`src/rtl/ysyx_23060061_core_ctrl.sv`:
```
// Multi-cycle core sequencer: fetch, wait for the instruction, execute, optional memory access, write back.
// Optional bus-stall watchdog enabled by defining YSYX_23060061_BUS_TIMEOUT_EN.
module ysyx_23060061_core_ctrl #(
  parameter int TIMEOUT_CYCLES = 255
) (
  input  logic       clk,
  input  logic       rst,
  output logic       if_req_valid,
  input  logic       if_req_ready,
  input  logic       if_resp_valid,
  output logic       inst_we,
  input  logic [1:0] mem_rw,
  input  logic       reg_write,
  input  logic       ebreak,
  output logic       lsu_req_valid,
  output logic       lsu_we,
  input  logic       lsu_req_ready,
  input  logic       lsu_resp_valid,
  output logic       rf_we,
  output logic       pc_we,
  output logic       halt,
  output logic       err,
  output logic [2:0] state
);

  localparam logic [2:0] FETCH    = 3'd0;
  localparam logic [2:0] WAIT_I   = 3'd1;
  localparam logic [2:0] EXEC     = 3'd2;
  localparam logic [2:0] MEM_REQ  = 3'd3;
  localparam logic [2:0] MEM_WAIT = 3'd4;
  localparam logic [2:0] WB       = 3'd5;
  localparam logic [2:0] HALT     = 3'd6;
  localparam logic [2:0] ERR      = 3'd7;

  logic [2:0] stateQ;
  logic [2:0] stateNext;
  logic       lsuWeQ;
  logic       timeoutHit;

  logic isLoad;
  logic isStore;
  logic isIllegal;

  assign isLoad    = (mem_rw == 2'b10);
  assign isStore   = (mem_rw == 2'b01);
  assign isIllegal = (mem_rw == 2'b11);

`ifdef YSYX_23060061_BUS_TIMEOUT_EN
  localparam logic [7:0] TIMEOUT_LIMIT = 8'(TIMEOUT_CYCLES);

  logic [7:0] stallCnt;
  logic       inWaitState;

  assign inWaitState = (stateQ == FETCH) || (stateQ == WAIT_I) ||
                       (stateQ == MEM_REQ) || (stateQ == MEM_WAIT);
  assign timeoutHit  = inWaitState && (stallCnt == TIMEOUT_LIMIT);

  // Counts consecutive cycles in one wait state; any state change restarts it.
  always_ff @(posedge clk) begin
    if (rst) begin
      stallCnt <= 8'd0;
    end else if (stateNext != stateQ) begin
      stallCnt <= 8'd0;
    end else if (inWaitState) begin
      stallCnt <= stallCnt + 8'd1;
    end
  end
`else
  logic unusedTimeoutParam;

  assign unusedTimeoutParam = (TIMEOUT_CYCLES != 0);
  assign timeoutHit         = 1'b0;
`endif

  always_comb begin
    stateNext = stateQ;
    case (stateQ)
      FETCH:    if (if_req_ready)   stateNext = WAIT_I;
      WAIT_I:   if (if_resp_valid)  stateNext = EXEC;
      EXEC: begin
        if (ebreak)                   stateNext = HALT;
        else if (isIllegal)           stateNext = ERR;
        else if (isLoad || isStore)   stateNext = MEM_REQ;
        else                          stateNext = WB;
      end
      MEM_REQ:  if (lsu_req_ready)  stateNext = MEM_WAIT;
      MEM_WAIT: if (lsu_resp_valid) stateNext = WB;
      WB:                           stateNext = FETCH;
      HALT:                         stateNext = HALT;
      ERR:                          stateNext = ERR;
      default:                      stateNext = ERR;
    endcase
    if (timeoutHit) stateNext = ERR;
  end

  always_ff @(posedge clk) begin
    if (rst) begin
      stateQ <= FETCH;
      lsuWeQ <= 1'b0;
    end else begin
      stateQ <= stateNext;
      if (stateQ == EXEC) lsuWeQ <= mem_rw[0];
    end
  end

  // Outputs are forced quiet while rst is high so an in-flight request is dropped at once.
  always_comb begin
    if_req_valid  = 1'b0;
    inst_we       = 1'b0;
    lsu_req_valid = 1'b0;
    lsu_we        = 1'b0;
    rf_we         = 1'b0;
    pc_we         = 1'b0;
    halt          = 1'b0;
    err           = 1'b0;
    state         = FETCH;
    if (!rst) begin
      state = stateQ;
      case (stateQ)
        FETCH:    if_req_valid = 1'b1;
        WAIT_I:   inst_we      = if_resp_valid;
        MEM_REQ: begin
          lsu_req_valid = 1'b1;
          lsu_we        = lsuWeQ;
        end
        MEM_WAIT: lsu_we = lsuWeQ;
        WB: begin
          lsu_we = lsuWeQ;
          pc_we  = 1'b1;
          rf_we  = reg_write;
        end
        HALT:     halt = 1'b1;
        ERR:      err  = 1'b1;
        default:  err  = 1'b0;
      endcase
    end
  end

  ifLsuExclusive: assert property (@(posedge clk) disable iff (rst)
    !(if_req_valid && lsu_req_valid));

  lsuReqHeld: assert property (@(posedge clk) disable iff (rst)
    (lsu_req_valid && !lsu_req_ready) |=> lsu_req_valid);

endmodule

```
`config.mk`:
```
export PLATFORM = sky130hd
export DESIGN_NAME = ysyx_23060061_core_ctrl
export DESIGN_NICKNAME = d
export VERILOG_FILES = /design/src/rtl/ysyx_23060061_core_ctrl.sv
export SDC_FILE = /design/constraint.sdc
export NUM_CORES = 1
export LEC_CHECK = 0
export ABC_AREA = 0
export ABC_CLOCK_PERIOD_IN_PS = 1000
export CAP_MARGIN = 10
export CELL_PAD_IN_SITES_DETAIL_PLACEMENT = 1
export CELL_PAD_IN_SITES_GLOBAL_PLACEMENT = 2
export CORE_UTILIZATION = 26
export CTS_CLUSTER_DIAMETER = 150
export CTS_CLUSTER_SIZE = 30
export DETAILED_ROUTE_END_ITERATION = 12
export DONT_BUFFER_PORTS = 1
export GPL_TIMING_DRIVEN = 0
export PLACE_DENSITY = 0.76
export SLEW_MARGIN = 20
export SYNTH_ARGS = -nofsm -noshare
export SYNTH_HDL_FRONTEND = slang
export SYNTH_SLANG_ARGS = --single-unit
```
`constraint.sdc`:
```
create_clock -name clk -period 1 [get_ports clk]
set_input_delay 0.1 -clock clk [delete_from_list [all_inputs] [get_ports clk]]
set_output_delay 0.1 -clock clk [all_outputs]
set_load 0.01 [all_outputs]
```
==> out/qor.txt <==
Bufs and invs on worst path - 2
Post-Route Utilization - 0.560
Num ports - 21
CP peak stage delay - 320 ps
Leading area contributor after synthesis - dfxtp_1
Compound-Gate Fraction of Synth Area - 0.218
Main flop type after synthesis - dfxtp_1
Xor/xnor cell area share of the yosys netlist - 0
Core ar. - 1190 sq um
Post-Route WL - 1440 um
ANT cells - 0
Clock Path Buffers - 2
Hold path start - rst
Routability congestion estimate - 0.690
Share of the synthesized area in the top cell type - 0.225
Synthesized instance count - 54
Simple-Gate Fraction of Synth Area - 0.342
Routed Antenna Nets - 0
CP max FO - 4
Post-synthesis async set-or-reset flop share - 0
Max-slew violations - 0
Worst EP required - 900 ps
Post-synth EDFFs - 0
Area delta synth->final - 87.0%
Vias in the first global route - 427
Slowest-stage cell, CP - dfxtp_2
Mapped cell area - 355 sq um
Rel. slew slack - 0.827
Number of buffers created by CTS - 3
Nets - 82
Fin crit period - 1210 ps
DR vias - 456
CP Launch Point - stateQ[1]
Final Cycle Share - 1.21
Clock slew at reported path FFs - 40 ps
Hpwl dp - 698 um
Setup TNS - -1280 ps
CP endpoint kind - primary output
Flops & latches, synth - 4
Count leader, synth - nor2_1
CTS tree - yes
Share of layout cells above drive strength 1 - 0.652
Synth Area in Adders - 0.0352
CTS Sinks - 4
Die height - 39.0 um
Failing checks - setup timing
Initial antenna violation count - 0
Synth cell count leaders - nor2_1 (6), a21oi_1 (5), inv_1 (5), nand2_1 (5), o21ai_0 (5)
Crit path kind - reg -> out
Reg2reg start - stateQ[0]
GRT Util Overall - 0.204
Mapped Nets - 65
Final setup viols - 13
Worst hold margin - 14.7 ps
Largest family of logic cells by synthesized area - simple AND/OR/NAND/NOR gates
Clock root cell - clkbuf_4
Die area - 1520 sq um
Clock Skew - 2.00 ps
Hold WC Path Type - in -> reg
Cell family with most CP delay - simple AND/OR/NAND/NOR gates
GRT overflow - 0
Worst EP arrival - 1110 ps
Synth cell types - 24
Worst-margin pin slew - 258 ps
Placement Rows - 12
Skew-Pair Late Insertion Delay - 240 ps
Synth area leaders - dfxtp_1 (23%), a21oi_1 (7.0%), nand2b_1 (7.0%)
Endpoints failing hold - 0
Critical path, cell by cell - buf_6 > inv_6 > nand2_4 > nor2_4 > and2_4
Power Total - 0.822 mW
Status - complete, but fails checks
Mux share of post-synthesis cell area - 0.0282
Register area share after synthesis - 0.225
Max Clock Freq - 0.825 GHz
IO buf count - 0
Vias per cell - 5.49
Ys Warns - 0
Pleak - 0.265 nW
RSZ-0062 raised after global routing - true
Post-route setup slack - -212 ps
Total power divided by cell area - 1240 nW/um^2
Starting density of the core - 0.300
Peak supply drop - 0.000469 V
# Max-Cap Violations - 0
Largest net degree at the start of global routing - 9
H-tree lvl count - 1
Post-Syn Area per Cell - 6.58 sq um
1st-iter DRT viols - 4
Drt wl/cell - 17.3 um
TritonRoute pass-1 iters - 3
First-pass GRT wire length - 1970 um
Worst setup SP type - flip-flop
Die X - 39.0 um
Number of remaining DRC errors - 0
==> final timing paths <==
check	end	slack, ps	depth (start not counted)
setup / recovery	rf_we	-210	5
hold / removal	stateQ[0]	10	3
setup reg to reg	stateQ[2]	-100	6
hold reg to reg	lsuWeQ	480	2
==> registers in the layout, indices dropped and copies added (netlist names) <==
register  cells
stateQ        3
lsuWeQ        1
==> cells by family after synthesis <==
logic type      after synthesis
flops                         4
compound gates               14
mux                           1
simple gates                 24
buf+inv                      10
fa+ha+maj                     1
==> power by group <==
part	switching [mW]	total, mW	internal (mW)
registers	0.0148	0.194	0.179
clock network	0.0743	0.209	0.135
logic	0.207	0.419	0.212
==> tightest hold or removal path, delay by kind of cell <==
family / cells / cell delay [ps]
simple gates: 2 / 90
compound gates: 1 / 20
==> cell usage in the layout (no fill, tap or decap), types with 2 or more instances in the layout <==
| cell type | count |
|---|---|
| nor2_4 | 3 |
| inv_1 | 3 |
| buf_4 | 7 |
| nor2_2 | 3 |
| nand3_1 | 2 |
| nor3_4 | 2 |
| nand2b_4 | 4 |
| dfxtp_2 | 2 |
| buf_6 | 7 |
| clkbuf_4 | 3 |
| nand2_1 | 3 |
| o21ai_1 | 3 |
| a21oi_2 | 2 |
| a21oi_1 | 3 |
| inv_4 | 2 |
| o21ai_0 | 2 |
==> per-layer routing <==
metal  up-vias  global-route usage  share of wire
li1        212                   -              -
met1       231               0.234           0.44
met2        13               0.342           0.53
met3         0              0.0520          0.029
met4         0               0.103              0
met5         -                   0              0
==> through the flow <==
stage	std cells	worst slack, ps	area, sq um
after CTS	81	-219	579
after floorplan	54	-6.34	382
after global placement	68	-82.3	399
final	83	-212	664
after detailed placement	68	-92.9	399
after global routing	83	-249	664
==> layout make-up <==
class	count	area, sq um
well taps	14	17.5
clock buffers	3	22.5
fillers	143	522
multi-input cells	40	349
repair buffers	13	119
inverters	6	32.5
flip-flops and latches	4	86.3
plain buffers	3	37.5
==> what timing repair did <==
item / in CTS / in global routing
setup buffers: 9 / 3
pin swaps: 11 / 9
gates resized for setup: 24 / 22
endpoints found under the hold margin: 2 / 0
hold buffers: 1 / 0
endpoints found under the setup margin: 13 / 15
Note: power is estimated with default switching activity, not from simulation.
